**config.mk**
```make
export PLATFORM = sky130hd
export DESIGN_NAME = seg_scan_04
export DESIGN_NICKNAME = d
export VERILOG_FILES = /design/src/rtl/seg_scan_04.sv
export SDC_FILE = /design/constraint.sdc
export NUM_CORES = 1
export LEC_CHECK = 0
export CAP_MARGIN = 5
export CORE_UTILIZATION = 43
export CTS_CLUSTER_SIZE = 28
export DETAILED_ROUTE_END_ITERATION = 6
export DONT_BUFFER_PORTS = 1
export PLACE_DENSITY = 0.61
export SKIP_LAST_GASP = 1
export SYNTH_ARGS = -nofsm -noshare
export SYNTH_HDL_FRONTEND = slang
export SYNTH_SLANG_ARGS = --single-unit
```
**constraint.sdc**
```tcl
create_clock -name clk_04 -period 5.1 [get_ports clk_04]
set_clock_uncertainty 0.1 [all_clocks]
set_input_delay 0.51 -clock clk_04 [delete_from_list [all_inputs] [get_ports clk_04]]
set_output_delay 0.51 -clock clk_04 [all_outputs]
set_load 0.005 [all_outputs]
```
**src/rtl/seg_scan_04.sv**
```systemverilog
`default_nettype none
// ============================================================================
// Module   : seg_scan_04
// Purpose  : 6-digit multiplexed 7-segment driver with tear-free frame capture,
//            separator points and field blink.
// Revision : 1.0
// ============================================================================
module seg_scan_04 #(
   parameter int SCAN_DIV    = 1000,
   parameter int BLINK_TICKS = 250
) (
   input  logic       clk_04,
   input  logic       rst_04,
   input  logic [7:0] sec_04,
   input  logic [7:0] min_04,
   input  logic [7:0] hour_04,
   input  logic [1:0] blink_sel_04,
   output logic [5:0] an_04,
   output logic [7:0] seg_04
);
   localparam int               c_PW   = $clog2(SCAN_DIV);
   localparam int               c_BW   = (BLINK_TICKS > 1) ? $clog2(BLINK_TICKS) : 1;
   localparam logic [c_PW-1:0]  c_PMAX = c_PW'(SCAN_DIV - 1);
   localparam logic [c_BW-1:0]  c_BMAX = c_BW'(BLINK_TICKS - 1);

   logic [c_PW-1:0] r_presc;
   logic [c_BW-1:0] r_bcnt;
   logic            r_hidden;
   logic [2:0]      r_ptr;
   logic [3:0]      r_sec_tens;
   logic [7:0]      r_min;
   logic [7:0]      r_hour;
   logic [5:0]      r_an;
   logic [7:0]      r_seg;

   logic            w_tick;
   logic [3:0]      w_nib;
   logic [1:0]      w_field;
   logic            w_dp;
   logic            w_blank;
   logic [7:0]      w_seg;

   function automatic logic [6:0] f_decode(input logic [3:0] nib);
      case (nib)
         4'd0:    f_decode = 7'h40;
         4'd1:    f_decode = 7'h79;
         4'd2:    f_decode = 7'h24;
         4'd3:    f_decode = 7'h30;
         4'd4:    f_decode = 7'h19;
         4'd5:    f_decode = 7'h12;
         4'd6:    f_decode = 7'h02;
         4'd7:    f_decode = 7'h78;
         4'd8:    f_decode = 7'h00;
         4'd9:    f_decode = 7'h10;
         default: f_decode = 7'h3F;
      endcase
   endfunction

   assign w_tick = (r_presc == c_PMAX);

   // Digit 0 reads the live seconds so it matches the shadow captured on this same tick.
   always_comb begin
      w_nib   = 4'd0;
      w_field = 2'b00;
      case (r_ptr)
         3'd0:    begin w_nib = sec_04[3:0];  w_field = 2'b01; end
         3'd1:    begin w_nib = r_sec_tens;   w_field = 2'b01; end
         3'd2:    begin w_nib = r_min[3:0];   w_field = 2'b10; end
         3'd3:    begin w_nib = r_min[7:4];   w_field = 2'b10; end
         3'd4:    begin w_nib = r_hour[3:0];  w_field = 2'b11; end
         3'd5:    begin w_nib = r_hour[7:4];  w_field = 2'b11; end
         default: begin w_nib = 4'd0;         w_field = 2'b00; end
      endcase
   end

   assign w_dp    = (r_ptr == 3'd2) || (r_ptr == 3'd4);
   assign w_seg   = {~w_dp, f_decode(w_nib)};
   assign w_blank = (r_ptr > 3'd5) ||
                    (r_hidden && (blink_sel_04 != 2'b00) && (blink_sel_04 == w_field));

   always_ff @(posedge clk_04 or negedge rst_04) begin
      if (!rst_04) begin
         r_presc    <= '0;
         r_bcnt     <= '0;
         r_hidden   <= 1'b0;
         r_ptr      <= 3'd0;
         r_sec_tens <= 4'd0;
         r_min      <= 8'd0;
         r_hour     <= 8'd0;
         r_an       <= 6'h3F;
         r_seg      <= 8'hFF;
      end else begin
         r_presc <= w_tick ? '0 : r_presc + c_PW'(1);
         if (w_tick) begin
            if (r_ptr == 3'd0) begin
               r_sec_tens <= sec_04[7:4];
               r_min      <= min_04;
               r_hour     <= hour_04;
            end
            r_ptr <= (r_ptr >= 3'd5) ? 3'd0 : r_ptr + 3'd1;
            if (r_bcnt == c_BMAX) begin
               r_bcnt   <= '0;
               r_hidden <= ~r_hidden;
            end else begin
               r_bcnt <= r_bcnt + c_BW'(1);
            end
            if (w_blank) begin
               r_an  <= 6'h3F;
               r_seg <= 8'hFF;
            end else begin
               r_an  <= ~(6'd1 << r_ptr);
               r_seg <= w_seg;
            end
         end
      end
   end

   assign an_04  = r_an;
   assign seg_04 = r_seg;

endmodule
`default_nettype wire

```
== Yosys cells after proc, flatten, opt, wreduce, memory -nomap -nowiden ==
Memories as Yosys holds them, arrays and structs flattened.
Index checks and enable logic that the tools add are counted.

* Register bits: 56
* Bits in read-only memories: 112
* Bits of input ports: 28
* Output and inout port bits: 14
* Logic and storage cells: 45
* Memories kept: 1

* Add/subtract/negate cells: 3
* $lt $le $gt $ge: 2
* Equality and inequality tests: 8
* Shifts and indexed selects: 1
* Multiplexer cells: 7
* Bitwise logic cells: 3
* Reductions and logical operators: 11

{| class="wikitable"
|+ Memories
! memory !! depth !! bits a word !! read ports !! clocked after Yosys merged registers in !! write ports !! RTL line !! text
|-
| (no name shown) || 16 || 7 || 1 || 0 || 0 || 44 || <nowiki>case (nib)</nowiki>
|}

{| class="wikitable"
|+ Operators by type and width
! operator !! count
|-
| one-hot mux 4 bit (6 select lines) || 1
|-
| two-way mux 8 bit || 2
|-
| adder 10 x 1 -> 10 bit, second input constant || 1
|-
| == test 10 bit, second input constant || 1
|-
| two-way mux 10 bit || 1
|-
| adder 8 x 1 -> 8 bit, second input constant || 1
|-
| == test 8 bit, second input constant || 1
|-
| == test 3 x 2 -> 1 bit, second input constant || 2
|-
| == test 3 bit, second input constant || 2
|-
| two-way mux 6 bit || 1
|-
| inverter 6 bit || 1
|-
| one-hot mux 2 bit (3 select lines) || 1
|-
| OR reduction 2 bit || 3
|-
| left shift 1 x 3 -> 6 bit, first input constant || 1
|-
| AND reduction 2 bit || 2
|-
| adder 3 x 1 -> 3 bit, second input constant || 1
|-
| == test 3 x 1 -> 1 bit, second input constant || 1
|-
| >= comparator 3 bit, second input constant || 1
|-
| greater-than comparator 3 bit, second input constant || 1
|-
| zero test 3 bit || 1
|-
| two-way mux 3 bit || 1
|-
| == test 2 bit || 1
|-
| logical AND 1 bit || 2
|-
| logical OR 1 bit || 2
|-
| other kinds (2) || 3
|}

== Logic depth before layout (Yosys ltp) ==
Gate-level depths: netlist of run 1.

* Depth in word-level cells: 7
* Gate-level depth with buffers: 12
* Depth with buffers taken out: 11

== Worst setup path before layout of run 1 ==
OpenSTA, ideal clock, no wires.

* Path type: register to register
* From: register r_ptr[1]
* To: register r_seg[1], in the netlist seg_04[1]
* Setup time: 73 ps
* Data arrival time: 2518 ps
* Required time: 4927 ps
* Path slack: 2409 ps
* Stages on the path, launching flop included: 11
* Path buffers: 1
* Period minus slack after synthesis: 2691 ps
* Cell sequence: dfrtp_1 > inv_1 > ha_1 > clkbuf_1 > a222oi_1 > mux2i_1 > o21ai_0 > inv_1 > ha_1 > or2_2 > a21oi_1

* Cells in the longest elaborated chain, start to end: 7
* Elaborated cells between the ends (all ways): 17
* Those cells by class: order compare: 1; eq/ne: 6; mux: 3; reduce/logical: 6; memory: 1

{| class="wikitable"
|+ RTL lines
! item !! RTL line !! text
|-
| from (decl) || 29 || <nowiki>logic [2:0] r_ptr;</nowiki>
|-
| from (signal assigned) || 100 || <nowiki>r_ptr <= (r_ptr >= 3'd5) ? 3'd0 : r_ptr + 3'd1;</nowiki>
|-
| parallel branches: the longest is 6 deep, another holds memory read (16 x 7 bit) || - ||
|-
| two-way mux 8 bit * || 107 || <nowiki>if (w_blank) begin</nowiki>
|-
| to (signal assigned) || 112 || <nowiki>r_seg <= w_seg;</nowiki>
|-
| to (decl) || 34 || <nowiki>logic [7:0] r_seg;</nowiki>
|}

Every way passes the cells marked *.
A chain may end at the register's enable or synchronous reset.

== Worst setup path after layout of run 1 ==
* From: register r_ptr[2]
* To: register r_seg[3], in the netlist seg_04[3]

Same word-level chain as after synthesis.

==> summary.txt, run 1 <==
Yosys
  – EDFF count, synth: 0
  – Post-Synthesis Net Count: 323
  – Syn avg cell area: 10.52 sq um
  – Synth Instances: 281
  – Cell area after synthesis: 0.002955 sq mm
  – Sequential share of the synthesized area: 48.01%
  – Ys Warns: 0
  – Synth cell types: 53
  – Flops & latches, synth: 56
  – Commonest register cell after synthesis: dfrtp_1
  – Post-synthesis async set-or-reset flop share: 100.0%

Power and ir drop
  – Lkg Pwr: 1.356 nW
  – Power Total: 716.7 uW
  – Max rail drop VDD: 0.1080 mV
  – Power Dens Cells: 228.8 mW/mm^2

STA
  – Fin Setup TNS: 0 ps
  – Final-report max-slew violation count: 0
  – Worst-margin pin slew: 992.6 ps
  – Worst slew margin: 33.61%
  – Final min period: 3286 ps
  – RSZ-0062 raised after global routing: no
  – Worst setup margin: 1814 ps
  – Tcrit/Tclk final: 64.42%
  – Final setup fails: 0
  – Maximum clock rate: 304.4 MHz
  – Final hold vios: 0

Worst setup path
  – Flop-to-flop setup slack: 1810 ps
  – CP arrival: 3430 ps
  – Type of the worst setup path: reg -> reg
  – Worst setup SP type: register
  – WP data required: 5240 ps
  – R2R Path Start: r_ptr[2]$_DFFE_PN0N_
  – Reg2Reg Depth: 10
  – Setup crit end kind: register
  – CP max FO: 15
  – R2r endpoint: seg_04[3]$_DFFE_PN1N_
  – CP startpoint: r_ptr[2]$_DFFE_PN0N_

GRT
  – GRT Util Overall: 18.09%
  – First-pass GRT wire length: 10320 microns
  – Pin count of the biggest net entering global routing: 57
  – Total gr overflow: 0
  – Initial antenna violation count: 0
  – Vias in the first global route: 2032

Clocking
  – Clk sink count: 56
  – Setup bufs post-CTS: 0
  – CTS tree: built
  – H-tree depth: 2
  – Clock transition at path regs: 100 ps
  – CTS buffer count: 5
  – Max clock buf depth: 2
  – Worst-Skew Late Latency: 310 ps
  – CTS resizes: 0
  – CTS Root Cell: clkbuf_8

Layout
  – Ant. Diodes: 0
  – Util after Layout: 48.24%
  – Share of cells above drive strength 1: 11.03%
  – Final #Nets: 322
  – Area Overhead vs Synth: 6.012%

Routing
  – DRC viols: 0
  – TritonRoute pass-1 iters: 6
  – Post-DRT Antenna Nets: 0
  – Via Count: 2123
  – DR WL/cell: 16.75 microns
  – Vias per cell: 5.930
  – Final WL: 5997 microns
  – DR iter-0 viols: 140

Min path
  – Hold path depth: 1
  – Worst Hold Launch: sec_04[4]
  – Hold endpoint: r_sec_tens[0]$_DFFE_PN0P_
  – Hold crit path type: in -> reg

Place
  – IO buf count: 0
  – DPL Wire Length: 4169 microns
  – Place WS: 1875 ps
  – Final Wtd Congestion: 0.7856

Floorplanning
  – Std cell rows: 29
  – # IOs: 42
  – Initial core utilization: 45.50%
  – Vert. Die Dim: 84.90 microns
  – Die width: 84.90 microns
  – Die footprint: 0.007208 sq mm
  – Placeable Area: 0.006495 sq mm

Run status
  – Outcome: complete, no violations

Run
  – MaxCap Viol Count: 0
state kept, by name (all words and copies together), names as in the netlist:
name        cells
r_bcnt          8
r_min           8
an_04           6
r_hidden        1
r_ptr           3
r_hour          8
r_sec_tens      4
seg_04          8
r_presc        10
routing by layer:
layer	GRT usage, %	part of all wire (%)	vias to the layer above
met3	4.961	5.8	8
met1	25.73	48	1037
li1	-	-	1026
met4	4.622	1.5	0
met2	27.49	45	52
met5	0	0	-
critical path: stages, from the launching register on:
cell and delay, ps:
dfrtp_1 740, inv_1 310, ha_1 360, and2_1 180, o21ai_0 560, inv_1 150
ha_1 330, o21ai_0 90, a21oi_1 140, o21ai_0 90, a21oi_1 180
kinds of logic after synthesis:
| logic type | after synthesis | share of synthesized area, % |
|---|---|---|
| AND/OR/NAND/NOR | 84 | 14.48 |
| AO/OA/AOI/OAI | 71 | 16.17 |
| flip-flops | 56 | 48.01 |
| multiplexers | 26 | 9.865 |
| buffers and inverters | 22 | 3.175 |
| adder cells (fa/ha/maj) | 14 | 5.927 |
| XOR/XNOR | 8 | 2.371 |
cells in the mapped netlist, types with 4 or more instances:
cell type / n / area share [%]
xor2_1: 5 / 1.5
mux2_1: 19 / 7.2
o21ai_0: 20 / 3.4
nand2_1: 16 / 2.0
ha_1: 14 / 5.9
mux2i_1: 4 / 1.4
o41ai_1: 4 / 1.2
a31oi_1: 7 / 1.5
or3_1: 4 / 0.85
clkbuf_1: 6 / 0.76
nor2_1: 27 / 3.4
inv_1: 11 / 1.4
nor3_1: 7 / 1.2
nand3_1: 9 / 1.5
a21oi_1: 12 / 2.0
dfstp_2: 14 / 12
dfrtp_1: 42 / 36
and2_1: 5 / 1.1
how the worst max path moves through the flow:
stage	endpoint	slack (ps)	cells after the start
floorplan	seg_04[1]$_DFFE_PN1N_	2410	10
global placement	seg_04[4]$_DFFE_PN1N_	1910	9
detailed placement	seg_04[4]$_DFFE_PN1N_	1870	9
CTS	seg_04[3]$_DFFE_PN1N_	1830	10
global route	seg_04[3]$_DFFE_PN1N_	1510	10
finish	seg_04[3]$_DFFE_PN1N_	1810	10
metrics by stage:
step | instances | hold slack (ps) | cell area [sq um]
4_1_cts | 358 | 216.1 | 3133
2_1_floorplan | 281 | 114.4 | 2955
3_3_place_gp | 348 | 116.2 | 3007
5_1_grt | 358 | 205.7 | 3133
6_report | 358 | 224.1 | 3133
3_5_place_dp | 348 | 116.0 | 3007
layout by cell type, fill, tap and decap left out, drive strengths merged, types with 3 or more instances in the layout:
master and instances:
mux2 22, nor3 8, nand2 16, a31oi 7
o41ai 4, inv 12, dfrtp 42, or3 4
and2 5, mux2i 4, clkbuf 6, a21oi 12
o21ai 22, xnor2 3, nor2 27, nand2b 3
nand4 3, ha 14, nand3 9, xor2 5
o31ai 3, dfstp 14
report_power, final:
group | internal (mW) | switching, mW
logic | 0.00921 | 0.0184
clock network | 0.0990 | 0.146
registers | 0.444 | 0
total | 0.553 | 0.164
repair_timing:
action | CTS | global route
hold buffers | 2 | 0
setup endpoints to repair | 0 | 0
endpoints found under the hold margin | 56 | 0
area by class of cell:
class | instances | area (sq um)
fillers | 613 | 3362
inverters | 11 | 41.29
multi-input cells | 203 | 1443
repair buffers | 3 | 45.04
well taps | 77 | 96.34
flip-flops and latches | 56 | 1419
clock buffers | 6 | 72.57
clock inverters | 2 | 16.27
No activity file was read; power rests on OpenSTA's default activity.
==> inputs of run 2 (changes only) <==
==> constraint.sdc (replaced) <==
create_clock -name clk_04 -period 3.1 [get_ports clk_04]
set_clock_uncertainty 0.1 [all_clocks]
set_input_delay 0.31 -clock clk_04 [delete_from_list [all_inputs] [get_ports clk_04]]
set_output_delay 0.31 -clock clk_04 [all_outputs]
set_load 0.005 [all_outputs]
==> run 2 against run 1 <==
Compared with the run above: the flow now finishes with violations (design-rule violations); non-clock buffer count increased by 6; combinational power increased by 61%; sequential power increased by 65%; critical path depth unchanged; largest cell class unchanged; final cell count increased by 1.7%; die area unchanged; clock-buffer cell count decreased by 1; clock power increased by 67%; routed wire length increased by 2.3%.
==> summary.txt, run 2 (synthesis gave the netlist of run 1 again) <==
GRT
  – GRT Util Overall: 19.36% (+1.3 points)
  – Vias in the first global route: 2193 (+7.9%)
  – First-pass GRT wire length: 10940 microns (+6.1%)
  – Pin count of the biggest net entering global routing: 57 (unchanged)
  – Total gr overflow: 0 (unchanged)
  – Initial antenna violation count: 0 (unchanged)

Clocking
  – Max clock buf depth: 2 (unchanged)
  – CTS tree: built
  – H-tree depth: 2 (unchanged)
  – Worst-Skew Late Latency: 320 ps (about the same)
  – Clock transition at path regs: 110 ps (about the same)
  – CTS Root Cell: clkbuf_8
  – CTS buffer count: 5 (unchanged)
  – Clk sink count: 56 (unchanged)

Worst setup path
  – CP max FO: 8 (-7)
  – Crit-path max cell delay: 510 ps (-230 ps)
  – CP max stage cell: o21ai_0
  – CP arrival: 2950 ps (-480 ps)
  – Crit path cell chain: inv_1 -> ha_1 -> a222oi_1 -> mux2i_1 -> o21ai_0 -> ha_1 -> inv_1 -> o32ai_1 -> a21oi_1 -> o22a_1
  – Delay-heaviest family, CP: compound AO/OA/AOI/OAI gates
  – WP data required: 3250 ps (-1990 ps)
  – Worst setup SP type: register
  – Setup crit end kind: register
  – Critical path buffer and inverter count: 2 (unchanged)
  – Type of the worst setup path: reg -> reg

Run status
  – Outcome: finished, violations left
  – Failing checks: design-rule violations

Min path
  – Hold crit path type: in -> reg

STA
  – Final min period: 2801 ps (-484.3 ps)
  – Maximum clock rate: 357.0 MHz (+17%)
  – Worst slew margin: 39.80% (+6.2 points)
  – RSZ-0062 raised after global routing: no
  – Final setup fails: 0 (unchanged)
  – Final-report max-slew violation count: 0 (unchanged)
  – Fin Setup TNS: 0 ps (unchanged)
  – Worst-margin pin slew: 896.1 ps (-96.49 ps)
  – Final hold vios: 0 (unchanged)
  – Tcrit/Tclk final: 90.36% (+26 points)

Routing
  – Post-DRT Antenna Nets: 0 (unchanged)
  – TritonRoute pass-1 iters: 6 (unchanged)
  – DR WL/cell: 16.86 microns (+0.65%)
  – Final WL: 6137 microns (+2.3%)
  – DR iter-0 viols: 79 (-44%)
  – Via Count: 2121 (-0.094%)
  – DRC viols: 1 (+1)
  – Vias per cell: 5.827 (-1.7%)

Power and ir drop
  – Lkg Pwr: 1.394 nW (+2.8%)
  – Power Dens Cells: 371.2 mW/mm^2 (+62%)
  – Max rail drop VDD: 0.1845 mV (+71%)

Layout
  – Most frequent cells in the layout: dfrtp_1, nor2_1, o21ai_0, mux2_1, nand2_1
  – Area Overhead vs Synth: 8.044%
  – Top reg by flops: r_presc
  – Util after Layout: 49.16% (+0.92 points)
  – Commonest non-fill, non-tap cell in the layout: dfrtp_1
  – Ant. Diodes: 0 (unchanged)
  – Max FFs per register: 10 (unchanged)
  – Final #Nets: 328 (+1.9%)
  – Fin cells: 364 (+1.7%)
  – Post-route cell area: 0.003193 sq mm (+1.9%)
  – Share of cells above drive strength 1: 13.24% (+2.2 points)

Run
  – MaxCap Viol Count: 0 (unchanged)

Place
  – DPL Wire Length: 4368 microns (+4.8%)
  – Final Wtd Congestion: 0.8408 (+7.0%)
  – Cells after DPL: 354 (+1.7%)
  – IO buf count: 0 (unchanged)
  – Dpl cell area: 0.003064 sq mm (+1.9%)

Floorplanning
  – Die width: 84.90 microns (unchanged)
  – # IOs: 42 (unchanged)
  – Initial core utilization: 45.50% (unchanged)
  – Std cell rows: 29 (unchanged)
  – Vert. Die Dim: 84.90 microns (unchanged)
  – Placeable Area: 0.006495 sq mm (unchanged)
  – Die footprint: 0.007208 sq mm (unchanged)
-- run 2: through the flow --
| step | power (mW) | hold slack [ps] | worst slack (ps) |
|---|---|---|---|
| floorplan | 0.7653 | -85.59 | 409.5 |
| global placement | 0.7696 | -84.26 | 324.0 |
| detailed placement | 0.7696 | -84.23 | 223.2 |
| CTS | 1.205 | 12.31 | 187.7 |
| global route | 1.239 | 4.607 | 51.37 |
| finish | 1.185 | 17.44 | 298.8 |
-- run 2: final timing paths --
kind                                            from               endpoint  slack (ps)  cells after the start
worst min register to register  r_presc[0]$_DFF_PN0_   r_presc[0]$_DFF_PN0_         360                      1
min in group asynchronous                     rst_04  r_bcnt[6]$_DFFE_PN0N_         420                      2
worst max-delay path            r_ptr[1]$_DFFE_PN0N_  seg_04[4]$_DFFE_PN1N_         300                     10
worst min-delay path                       min_04[3]   r_min[3]$_DFFE_PN0P_          20                      1
max in group asynchronous                     rst_04  seg_04[4]$_DFFE_PN1N_        2190                      2
worst max register to register  r_ptr[1]$_DFFE_PN0N_  seg_04[4]$_DFFE_PN1N_         300                     10
-- run 2: area by class of cell --
| class | count | area (sq um) |
|---|---|---|
| fill | 600 | 3302 |
| clock buffer | 5 | 68.82 |
| multi-input combinational | 203 | 1443 |
| sequential | 56 | 1419 |
| inverter | 11 | 41.29 |
| clock inverter | 3 | 22.52 |
| timing repair buffer | 9 | 102.6 |
| tap | 77 | 96.34 |
-- run 2: per-layer routing --
metal | global-route usage, % | routed length (microns) | vias to the layer above
met5 | 0 | 0 | -
met4 | 4.622 | 66 | 0
met3 | 4.864 | 302 | 4
met2 | 31.04 | 2885 | 46
met1 | 26.54 | 2883 | 1033
li1 | - | - | 1038
-- run 2: worst register-to-register path, cell delays in order (launching register included) --
cell	delay, ps
dfrtp_1	440
inv_1	100
ha_1	270
a222oi_1	320
mux2i_1	120
o21ai_0	510
ha_1	280
inv_1	50
o32ai_1	270
a21oi_1	100
o22a_1	180
-- run 2: timing repair --
item	4_1_cts	5_1_grt
hold buffers	2	0
hold endpoints to repair	56	0
endpoints found under the setup margin	0	2
resized for setup	0	1
buffers inserted	0	0
-- run 2: report_power, final --
group	internal [mW]	switching (mW)	total, mW
logic	0.0151	0.0292	0.0443
registers	0.731	0	0.731
clock network	0.163	0.248	0.410
